===== config.mk =====
export PLATFORM = sky130hd
export DESIGN_NAME = fp16_minmax_stream
export DESIGN_NICKNAME = d
export VERILOG_FILES = /design/src/rtl/fp16_pkg.sv /design/src/rtl/fp16_cmp.sv /design/src/rtl/fp16_minmax_stream.sv
export SDC_FILE = /design/constraint.sdc
export NUM_CORES = 1
export LEC_CHECK = 0
export CORE_MARGIN = 2
export CORE_UTILIZATION = 55
export DETAILED_ROUTE_END_ITERATION = 6
export PLACE_DENSITY = 0.9
export SYNTH_ARGS = -nofsm -noshare
export SYNTH_HDL_FRONTEND = slang
export SYNTH_SLANG_ARGS = --single-unit

===== constraint.sdc =====
create_clock -name clk -period 5.95 [get_ports clk]
set_clock_uncertainty 0.05 [all_clocks]
set_input_delay 1.785 -clock clk [delete_from_list [all_inputs] [get_ports clk]]
set_output_delay 1.785 -clock clk [all_outputs]
set_load 0.05 [all_outputs]

===== src/rtl/fp16_pkg.sv =====
// Shared fp16 helpers: special constants, classification functions and
// the reducer FSM state encoding.
package fp16_pkg;

  localparam logic [15:0] FP16_QNAN    = 16'h7E00;
  localparam logic [4:0]  FP16_EXP_MAX = 5'h1F;

  typedef enum logic [1:0] {
    ST_IDLE,
    ST_ACCUM,
    ST_HOLD
  } state_t;

  function automatic logic is_nan(input logic [15:0] v);
    return (v[14:10] == FP16_EXP_MAX) && (v[9:0] != '0);
  endfunction

  function automatic logic is_zero(input logic [15:0] v);
    return v[14:0] == '0;
  endfunction

  function automatic logic is_subnormal(input logic [15:0] v);
    return (v[14:10] == '0) && (v[9:0] != '0);
  endfunction

endpackage


===== src/rtl/fp16_cmp.sv =====
// Scalar fp16 comparator: strict a<b / a>b orderings plus an unordered flag.
// +0 and -0 compare equal; any NaN operand makes the pair unordered.
module fp16_cmp
  import fp16_pkg::*;
(
  input  logic [15:0] i_a,
  input  logic [15:0] i_b,
  output logic        o_lt,
  output logic        o_gt,
  output logic        o_unord
);

  logic [14:0] w_a_mag;
  logic [14:0] w_b_mag;

  assign w_a_mag = i_a[14:0];
  assign w_b_mag = i_b[14:0];

  // Sign-magnitude ordering; negative operands reverse the magnitude sense.
  always_comb begin
    o_lt    = 1'b0;
    o_gt    = 1'b0;
    o_unord = 1'b0;
    if (is_nan(i_a) || is_nan(i_b)) begin
      o_unord = 1'b1;
    end else if (is_zero(i_a) && is_zero(i_b)) begin
      o_lt = 1'b0;
      o_gt = 1'b0;
    end else if (i_a[15] != i_b[15]) begin
      o_lt = i_a[15];
      o_gt = ~i_a[15];
    end else if (w_a_mag != w_b_mag) begin
      if (i_a[15]) begin
        o_lt = w_a_mag > w_b_mag;
        o_gt = w_a_mag < w_b_mag;
      end else begin
        o_lt = w_a_mag < w_b_mag;
        o_gt = w_a_mag > w_b_mag;
      end
    end
  end

endmodule


===== src/rtl/fp16_minmax_stream.sv =====
// Streaming fp16 min/max reducer. One element per cycle over valid/ready;
// per frame reports min/max values, first-occurrence indices, element count,
// NaN-seen and overflow flags, held until the result handshake.
// Optional build macro: FP16_MINMAX_FTZ_EN flushes subnormal inputs to a
// same-signed zero before comparison and storage.
module fp16_minmax_stream
  import fp16_pkg::*;
#(
  parameter int unsigned IDX_W = 8
) (
  input  logic             clk,
  input  logic             rst,
  input  logic             s_valid,
  output logic             s_ready,
  input  logic [15:0]      s_data,
  input  logic             s_last,
  output logic             m_valid,
  input  logic             m_ready,
  output logic [15:0]      m_min,
  output logic [15:0]      m_max,
  output logic [IDX_W-1:0] m_min_idx,
  output logic [IDX_W-1:0] m_max_idx,
  output logic [IDX_W:0]   m_count,
  output logic             m_nan,
  output logic             m_overflow
);

  state_t           r_state;
  logic [15:0]      r_min;
  logic [15:0]      r_max;
  logic [IDX_W-1:0] r_min_idx;
  logic [IDX_W-1:0] r_max_idx;
  logic [IDX_W:0]   r_count;
  logic             r_nan;
  logic             r_ovf;
  logic             r_have;
  logic             r_m_valid;

  logic [15:0]      w_data;
  logic             w_accept;
  logic             w_open;
  logic [IDX_W:0]   w_pos;
  logic             w_ovf_el;
  logic [IDX_W-1:0] w_idx;
  logic [IDX_W:0]   w_count_nx;
  logic             w_is_nan;
  logic             w_first;
  logic             w_min_lt;
  logic             w_min_unord;
  logic             w_max_gt;
  logic             w_max_unord;
  logic             w_upd_min;
  logic             w_upd_max;

`ifdef FP16_MINMAX_FTZ_EN
  assign w_data = is_subnormal(s_data) ? {s_data[15], 15'h0000} : s_data;
`else
  assign w_data = s_data;
`endif

  assign s_ready  = ~rst && (r_state != ST_HOLD);
  assign w_accept = s_valid && s_ready;

  // A frame is continuing only in ACCUM; in IDLE every per-frame register
  // is reloaded from the current element rather than cleared on handshake.
  assign w_open     = (r_state == ST_ACCUM);
  assign w_pos      = w_open ? r_count : '0;
  assign w_ovf_el   = w_pos[IDX_W];
  assign w_idx      = w_ovf_el ? '1 : w_pos[IDX_W-1:0];
  assign w_count_nx = w_ovf_el ? w_pos : w_pos + {{IDX_W{1'b0}}, 1'b1};
  assign w_is_nan   = is_nan(w_data);
  assign w_first    = ~w_open || ~r_have;

  fp16_cmp u_cmp_min (
    .i_a     (w_data),
    .i_b     (r_min),
    .o_lt    (w_min_lt),
    .o_gt    (),
    .o_unord (w_min_unord)
  );

  fp16_cmp u_cmp_max (
    .i_a     (w_data),
    .i_b     (r_max),
    .o_lt    (),
    .o_gt    (w_max_gt),
    .o_unord (w_max_unord)
  );

  // unord can only rise here for a NaN input, which is already steered away.
  assign w_upd_min = ~w_is_nan && (w_first || (w_min_lt && ~w_min_unord));
  assign w_upd_max = ~w_is_nan && (w_first || (w_max_gt && ~w_max_unord));

  // Frame FSM plus accumulation of min/max, indices, count and flags.
  always_ff @(posedge clk) begin
    if (rst) begin
      r_state   <= ST_IDLE;
      r_min     <= '0;
      r_max     <= '0;
      r_min_idx <= '0;
      r_max_idx <= '0;
      r_count   <= '0;
      r_nan     <= 1'b0;
      r_ovf     <= 1'b0;
      r_have    <= 1'b0;
      r_m_valid <= 1'b0;
    end else begin
      case (r_state)
        ST_IDLE, ST_ACCUM: begin
          if (w_accept) begin
            r_count <= w_count_nx;
            r_nan   <= (w_open & r_nan) | w_is_nan;
            r_ovf   <= (w_open & r_ovf) | w_ovf_el;
            r_have  <= (w_open & r_have) | ~w_is_nan;
            if (w_upd_min) begin
              r_min     <= w_data;
              r_min_idx <= w_idx;
            end else if (!w_open) begin
              r_min     <= FP16_QNAN;
              r_min_idx <= '0;
            end
            if (w_upd_max) begin
              r_max     <= w_data;
              r_max_idx <= w_idx;
            end else if (!w_open) begin
              r_max     <= FP16_QNAN;
              r_max_idx <= '0;
            end
            if (s_last) begin
              r_state   <= ST_HOLD;
              r_m_valid <= 1'b1;
            end else begin
              r_state   <= ST_ACCUM;
            end
          end
        end
        ST_HOLD: begin
          if (m_ready) begin
            r_state   <= ST_IDLE;
            r_m_valid <= 1'b0;
          end
        end
        default: begin
          r_state   <= ST_IDLE;
          r_m_valid <= 1'b0;
        end
      endcase
    end
  end

  assign m_valid    = r_m_valid;
  assign m_min      = r_min;
  assign m_max      = r_max;
  assign m_min_idx  = r_min_idx;
  assign m_max_idx  = r_max_idx;
  assign m_count    = r_count;
  assign m_nan      = r_nan;
  assign m_overflow = r_ovf;

endmodule


==> results of run 1 <==
==> worst max-delay path: stages <==
cell and delay (ps):
clkdlybuf4s50_1 530, ha_1 380, nand4_1 190, inv_1 60, a221oi_1 430, a2111oi_2 150
a211oi_2 440, or2_1 560, buf_4 320, mux2i_1 220
==> worst min path at each step <==
stage	startpoint	end	slack, ps
finish	m_max_idx[7]	m_max_idx[7]	420
CTS	m_max_idx[6]	m_max_idx[6]	420
floorplan	r_have	r_have	400
global placement	m_max_idx[5]	m_max_idx[5]	400
detailed placement	m_max_idx[7]	m_max_idx[7]	410
global route	m_min_idx[5]	m_min_idx[5]	450
==> synthesized netlist by cell type, types with 2 or more instances <==
cell type and instances:
xnor2_1 2, a21oi_1 25, a211oi_2 2, dfxtp_1 63
mux2_4 4, nand2_1 42, nor4b_1 3, buf_6 4
and2_1 2, a211oi_1 3, mux2_1 10, ha_1 32
nor4_2 4, o311ai_1 2, a221oi_2 3, o21ai_1 2
nand3_1 16, mux2i_1 23, clkbuf_1 13, o211ai_1 2
nor3b_1 5, xor2_1 3, nor3_1 26, or2_1 2
nor4_1 8, nor2_1 34, nand2b_1 3, nand3b_1 2
nand4_1 13, a221oi_1 5, inv_1 38, nor3_2 2
a41o_1 4, or2_2 2, o31ai_1 2, o21ai_0 10
==> cell usage in the layout, fill, tap and decap left out, types with 2 or more instances in the layout <==
master,instances
clkinvlp_4,2
buf_4,7
a21oi_1,25
xor2_1,3
a221oi_1,5
nor4_2,4
nand4_1,13
nand3b_1,2
nor3_1,26
o31ai_1,2
or2_2,2
nor4_1,8
nand3_1,16
and2_1,2
bufinv_16,2
a221oi_2,3
or2_1,2
a211oi_1,3
nand2_1,42
inv_1,38
o211ai_1,2
nor3_2,2
dfxtp_1,63
o21ai_1,2
mux2_1,10
o21ai_0,10
ha_1,32
a211oi_2,2
mux2_4,4
nor3b_1,5
clkdlybuf4s50_1,80
o311ai_1,2
nand2b_1,3
a41o_1,4
mux2i_1,23
xnor2_1,2
nor2_1,34
nor4b_1,3
clkbuf_8,10
==> final cells by class <==
class / count / area (µm²) / area share (%)
multi-input combinational: 304 / 2150 / 45.19
clock buffer: 10 / 137.6 / 2.893
tap: 77 / 96.34 / 2.025
clock inverter: 6 / 92.59 / 1.946
inverter: 39 / 146.4 / 3.077
timing repair buffer: 88 / 873.3 / 18.36
sequential: 63 / 1261 / 26.51
==> layer usage <==
layer,vias up,routed length [µm],part of all wire (%)
met5,-,0,0
met4,0,310,2.8
met3,45,823,7.5
met2,213,5439,49
li1,1687,-,-
met1,1757,4448,40
==> kinds of logic after synthesis <==
family | share of synthesized area (%)
AND/OR/NAND/NOR | 22.94
AO/OA/AOI/OAI | 12.44
flip-flops | 34.25
buffers and inverters | 7.373
multiplexers | 10.94
adder cells (fa/ha/maj) | 10.87
XOR/XNOR | 1.189
==> flip-flops by register name (all words and copies together) (netlist names) <==
name / flops
m_max: 16
m_min: 16
m_count: 9
m_max_idx: 8
m_min_idx: 8
r_state: 2
m_nan: 1
m_overflow: 1
m_valid: 1
r_have: 1
==> per-stage QoR <==
step / util (%) / hold WS, ps
6_report: 74.07 / 418.6
5_1_grt: 74.07 / 449.7
4_1_cts: 74.07 / 423.9
3_5_place_dp: 70.49 / 408.5
3_3_place_gp: 70.49 / 400.0
2_1_floorplan: - / 400.2
==> power by group <==
part	internal [mW]	total [mW]	switching, mW
sequential	0.443	0.469	0.0259
combinational	0.111	0.300	0.188
clock	0.249	0.431	0.182
total	0.803	1.20	0.396
==> summary.txt, run 1 <==
Power and ir drop
  • PwrDens: 252.1 mW/mm²
  • Peak VDD IR: 0.1672 mV
  • Pleak: 1.923 nW
  • Power, Total: 1.199 mW

Die
  • Core ar.: 0.006422 mm²
  • Die W: 85.83 µm
  • Initial core utilization: 57.33%
  • I/O pins: 82
  • Die Area: 0.007366 mm²
  • FP Rows: 29
  • Die Ht: 85.83 µm

Worst setup path
  • Worst Path Required: 6170 ps
  • Critical Path Sink: m_min_idx[1]
  • R2R Setup Slk: 2640 ps
  • R2r endpoint: m_min_idx[1]
  • Critical Path Fanout Max: 12
  • WP data arrival: 5070 ps
  • Worst r2r src: m_min[13]
  • R2R cell count: 10
  • Critical Path End Type: flip-flop
  • CP Class: in2reg
  • Element type at the critical path start: input port
  • Crit path launch: s_data[12]

STA
  • Worst setup slack after layout: 1104 ps
  • Worst slew margin: 37.11%
  • Worst Tran Pin Value: 939.9 ps
  • Fmax achieved: 206.3 MHz
  • Period minus WS final: 4846 ps
  • RSZ-0062 raised after global routing: false
  • Crit share post-route: 81.45%
  • Final Max Slew Viols: 0
  • Hold Fails Final Rpt: 0
  • TNS Setup: 0 ps
  • Setup violators final: 0

Yosys
  • Synth warnings: 0
  • EDFF count, synth: 0
  • Seq cells post-synth: 63
  • Dominant synthesized flop cell: dfxtp_1
  • Synth top area share: 34.25%
  • Avg Cell Area, Syn: 8.644 µm²
  • Post-synthesis cell count: 426
  • FFs w/ async S/R, synth: 0%
  • Netlist cell types: 46
  • Mapped cell area: 0.003682 mm²
  • Net Count, Synth: 479
  • Post-synthesis sequential area ratio: 34.25%
  • Synth area leader: dfxtp_1
  • Largest cells by area after synthesis: dfxtp_1 34%, ha_1 11%, mux2i_1 6.3%, nand2_1 4.3%, inv_1 3.9%

Global routing
  • GRT busiest layer: met2
  • Met3 Use GR: 4.139%
  • Initial antenna violation count: 0
  • Global Route Usage Sum: 30.60%
  • M1 GR Usage: 39.00%
  • Met2 GRT Util: 51.49%
  • Pin count of the biggest net entering global routing: 45
  • First-pass GRT wire length: 17640 µm
  • Grt ovf: 0
  • Vias in the first global route: 3573

Drt
  • DR iter-0 viols: 349
  • Routed len/inst: 18.78 µm
  • Vias/cell: 6.307
  • DRC: 5
  • Post-route ant nets: 0
  • Final WL: 11020 µm
  • Total iterations of the first detailed-routing run: 7
  • Routed vias: 3702

Final layout
  • Antenna fix cells: 0
  • Nets: 558
  • P&R area growth vs syn: 29.19%
  • Fraction of layout cells with a size suffix above 1: 8.627%
  • Filler cells: 452
  • Cell area after layout: 0.004757 mm²
  • Final std cells w/o fill: 587

CTS
  • CTS clock-pin slew for the worst setup and hold paths: 70 ps
  • Clock root buffer: clkbuf_8
  • H-tree depth: 3
  • Cts repair resizes: 0
  • Clock Latency Late Sink: 350 ps
  • CTS max path bufs: 2
  • CTS sink count: 63
  • CTS tree: yes
  • Hold Buf Count CTS: 0
  • Post-CTS Setup Bufs: 0
  • Clock buffer count from CTS: 9

Worst hold path
  • Hold Path Class: reg2reg
  • Min-Delay Path Depth: 2

Outcome
  • Run status: finished, violations left
  • Failing checks: design-rule violations

Placed design
  • Cells after DPL: 571
  • Dpl cell area: 0.004527 mm²
  • Gpl congestion: 0.8911
  • I/O Buffers: 81
  • Hpwl dp: 7940 µm
  • Pre-CTS setup slack: 852.2 ps

Job
  • Maxcap violations: 0
Note: power is estimated with default switching activity, not from simulation.
==> inputs of run 2 (changes only) <==
CORE_UTILIZATION = 46   (was 55)
PLACE_DENSITY = 0.81   (was 0.9)
clock period = 4.3 ns   (was 5.95 ns; I/O delays follow)
==> run 2 against run 1 <==
Effect of this change: the flow now finishes without violations; final cell count rose by 4.9%; die area is 19% higher; wire length down 7.0%; total power rose by 32%; critical endpoint is now m_max[3].
==> summary.txt, run 2 (synthesis results as in run 1) <==
Drt
  • Wire length on met2: 4814 µm
  • DRC: 0
  • M1 WL: 4648 µm
  • Final WL: 10250 µm
  • Met3 routed WL: 588 µm
  • Routed vias: 3512
  • Vias/cell: 5.701
  • Top routing layer in use: met4
  • Post-route ant nets: 0
  • Routed len/inst: 16.65 µm
  • DR iter-0 viols: 213
  • Total iterations of the first detailed-routing run: 5

CTS
  • Clock root buffer: clkbuf_8
  • Hold Buf Count CTS: 0
  • Clock buffer count from CTS: 9
  • Cts repair resizes: 0
  • Clock Latency Late Sink: 350 ps
  • H-tree depth: 3
  • CTS sink count: 63
  • CTS max path bufs: 2
  • Post-CTS Setup Bufs: 0
  • CTS tree: yes
  • CTS clock-pin slew for the worst setup and hold paths: 80 ps

STA
  • Worst slew margin: 45.66%
  • TNS Setup: 0 ps
  • Fmax achieved: 264.3 MHz
  • Crit share post-route: 87.99%
  • Worst Tran Pin Value: 813.4 ps
  • Final Max Slew Viols: 0
  • Period minus WS final: 3784 ps
  • Worst setup slack after layout: 516.5 ps
  • RSZ-0062 raised after global routing: false
  • Hold Fails Final Rpt: 0
  • Setup violators final: 0

Power and ir drop
  • Sequential power share: 40.9%
  • Pleak: 1.934 nW
  • Power Internal: 1.039 mW
  • Part of the power in combinational logic: 26.1%
  • PwrDens: 329.3 mW/mm²
  • Peak VDD IR: 0.1638 mV
  • Clk pwr share: 33.0%
  • Power, Total: 1.580 mW
  • Sw Pwr: 0.5409 mW
  • Sw Share: 34.25%

Worst setup path
  • Worst Path Buf+Inv: 2
  • Critical Path Fanout Max: 10
  • Element type at the critical path start: input port
  • R2R cell count: 10
  • R2r endpoint: m_max[3]
  • CP delay by family, top: simple AND/OR/NAND/NOR gates
  • Critical Path End Type: flip-flop
  • R2R Setup Slk: 1550 ps
  • Worst r2r src: m_max[14]
  • Worst path max stage delay: 510 ps
  • Crit path launch: s_data[14]
  • Worst Path Required: 4480 ps
  • Slowest cell on crit path: clkdlybuf4s50_1
  • WP data arrival: 3960 ps
  • CP Class: in2reg
  • Crit-path cells: clkdlybuf4s50_1 -> ha_1 -> nand4_1 -> nor4_1 -> or2_2 -> a2111oi_1 -> a211oi_2 -> or2_1 -> buf_4 -> mux2_1

Placed design
  • I/O Buffers: 81
  • Pre-CTS setup slack: 172.6 ps
  • Gpl congestion: 0.9052
  • Hpwl dp: 7691 µm
  • Cells after DPL: 600
  • Dpl cell area: 0.004601 mm²

Final layout
  • Final std cells w/o fill: 616
  • Footprint of the multi-input gates: 0.002150 mm²
  • Register area: 0.001261 mm²
  • P&R area growth vs syn: 30.28%
  • Commonest cells after routing, fill and taps aside: 80 x clkdlybuf4s50_1, 63 x dfxtp_1, 42 x nand2_1
  • Antenna fix cells: 0
  • Nets: 562
  • Cell area after layout: 0.004797 mm²
  • Filler cells: 647
  • Commonest non-fill, non-tap cell in the layout: clkdlybuf4s50_1
  • Fraction of layout cells with a size suffix above 1: 9.339%

Die
  • Die W: 93.47 µm
  • I/O pins: 82
  • Die Area: 0.008737 mm²
  • Die Ht: 93.47 µm
  • FP Rows: 32
  • Initial core utilization: 47.65%
  • Core ar.: 0.007727 mm²

Worst hold path
  • Hold Path Class: reg2reg
  • Min-Delay Path Depth: 2
  • Hold Startpoint: m_max_idx[4]
  • Hold Path End: m_max_idx[4]

Global routing
  • First-pass GRT wire length: 16630 µm
  • Vias in the first global route: 3397
  • Global Route Usage Sum: 24.23%
  • Pin count of the biggest net entering global routing: 44
  • Initial antenna violation count: 0
  • Grt ovf: 0

Outcome
  • Run status: completed

Job
  • Maxcap violations: 0
## run 2: cell types whose count changed in the layout (fill, tap and decap cells not counted), sizes merged
cell    previous run  this run
buf                8        12
bufinv             2         1
clkbuf            10         9
clkinv             1         3
## run 2: how the worst max path moves through the flow
stage / slack [ps] / depth (start not counted) / end
2_1_floorplan: 290 / 4 / s_ready
3_3_place_gp: 260 / 10 / m_max[3]
3_5_place_dp: 170 / 10 / m_max[3]
4_1_cts: 550 / 10 / m_max[3]
5_1_grt: 370 / 10 / m_max[4]
6_report: 520 / 10 / m_max[3]
## run 2: routing by layer
layer | GRT usage (%) | vias up
met3 | 4.271 | 20
met1 | 32.26 | 1668
met5 | 0 | -
met2 | 39.33 | 131
li1 | - | 1693
met4 | 8.701 | 0
## run 2: stage by stage
step	hold slack (ps)	util [%]
final	413.1	62.08
after global routing	430.6	62.08
after CTS	415.6	62.08
after detailed placement	404.6	59.54
after global placement	397.2	59.54
after floorplan	400.2	-
## run 2: layout make-up
| cell class | instances | area share [%] |
|---|---|---|
| clock buffers | 9 | 2.582 |
| clock inverters | 7 | 1.513 |
| inverters | 39 | 3.052 |
| multi-input cells | 304 | 44.81 |
| flip-flops and latches | 63 | 26.29 |
| well taps | 102 | 2.660 |
| repair buffers | 92 | 19.09 |
## run 2: power by group through the flow
stage | logic (mW) | clock network (mW) | registers [mW]
after floorplan | 0.186 | 0 | 0.744
after global placement | 0.396 | 0 | 0.658
after detailed placement | 0.408 | 0 | 0.658
after CTS | 0.411 | 0.522 | 0.645
after global routing | 0.444 | 0.548 | 0.650
final | 0.413 | 0.521 | 0.646
## run 2: tightest hold or removal path: cells and delay by family, from the launching register on
kind             cells  cell delay [ps]
flip-flops           1              310
multiplexers         1               50
AND/OR/NAND/NOR      1               50
==> variant (config.mk and constraints of run 2) <==
Encoding of `state_t`: now one-hot (3 bits for 3 states).
--- a/src/rtl/fp16_pkg.sv
+++ b/src/rtl/fp16_pkg.sv
@@ -5,10 +5,10 @@
   localparam logic [15:0] FP16_QNAN    = 16'h7E00;
   localparam logic [4:0]  FP16_EXP_MAX = 5'h1F;
 
-  typedef enum logic [1:0] {
-    ST_IDLE,
-    ST_ACCUM,
-    ST_HOLD
+  typedef enum logic [2:0] {
+    ST_IDLE  = 3'b001,
+    ST_ACCUM = 3'b010,
+    ST_HOLD  = 3'b100
   } state_t;
 
   function automatic logic is_nan(input logic [15:0] v);
Check against the original RTL: no difference found for any inputs over 4 cycles, from zero or initial values and one cycle with rst high; so few cycles prove little.
==> variant against run 2 <==
  * Maximum frequency fell by 4.5%
  * Via count rose by 0.88%
  * Wire length rose by 1.3%
  * Total power rose by 10%
  * Worst setup slack got worse by 0.18 ns
  * Sequential cell count rose by 1
  * Area after synthesis rose by 1.5%
  * Hold slack improved by 0.0014 ns
  * Synthesized cell count fell by 0.23%
  * Sequential share of layout area fell by 0.55 points
  * Cell area rose by 3.8%
  * Sequential power rose by 2%
  * Highest routed layer unchanged
==> variant: results (changes against run 2) <==
most frequent cells after synthesis dfxtp_1, nand2_1, ha_1, inv_1, mux2i_1 (was dfxtp_1, nand2_1, inv_1); Detailed Route Iter0 Violations 283 (was 213); FILL cells 642 (was 647); Total GRT Usage 24.2% (about the same); R2R Path Start m_max[3] (was m_max[14]); Max-slew headroom 57.2% (was 45.7%); Critical Path AT 4.19 ns (was 3.96 ns); GP Congestion 0.876 (was 0.905); PnR Total Power 1.74 mW (was 1.58 mW); Int Power 1.15 mW (was 1.04 mW); post-synth cell types 56 (was 46); VDD IR max 233 uV (was 164 uV); DP HPWL 7.95 mm (was 7.69 mm); vias in the first global route 3424 (was 3397); vias 3543 (was 3512); fin crit share 92.2% (was 88.0%); Reg2Reg Setup Slack 1.31 ns (was 1.55 ns); cell total after placement 608 (was 600); non-filler instance count after layout 624 (was 616); largest net degree at the start of global routing 38 (was 44); CP max FO 8 (was 10); Mapped Nets 478 (was 479); Routed Wire Length 10.4 mm (was 10.3 mm); multiplexer area fraction after synthesis 13.8% (was 10.9%); status finished, final reports clean (unchanged); Area after DPL 4750 um^2 (was 4600 um^2); Worst Setup SP s_data[2] (was s_data[14]); clock power share 34.2% (was 33.0%); Mapped Cells 425 (was 426); XOR/XNOR Fraction of Synth Area 1.41% (was 1.19%); Hold Crit Class reg -> reg (unchanged); Leakage Power 2.03 nW (was 1.93 nW); Synth Area in Compound Gates 13.7% (was 12.4%); DP Worst Slack -0.0136 ns (was 0.173 ns); Comb pwr share 27.8% (was 26.1%)
-- variant: cell type report --
class	instances	area, um^2	share of cell area (%)
Clock buffer	9	124	2.49
Timing Repair Buffer	100	988	19.9
Tap cell	102	128	2.56
Sequential cell	64	1280	25.7
Multi-Input combinational cell	307	2220	44.6
Clock inverter	7	104	2.09
Inverter	35	131	2.64
-- variant: metal layers --
layer / vias to the layer above / track usage, % / part of all wire (%) / wire length (um)
met1: 1692 / 31.8 / 45 / 4670
met5: - / 0 / 0 / 0
met4: 0 / 6.16 / 1.7 / 176
li1: 1718 / - / - / -
met3: 21 / 4.57 / 5.5 / 576
met2: 112 / 40.7 / 48 / 4970
-- variant: worst min path at each step --
stage	end	slack (ns)	depth (start not counted)
6_report	m_min_idx[1]	0.41	2
5_1_grt	m_max_idx[5]	0.44	2
4_1_cts	m_min_idx[1]	0.42	2
3_5_place_dp	m_min_idx[1]	0.40	2
3_3_place_gp	m_min_idx[7]	0.40	2
2_1_floorplan	r_have	0.43	2
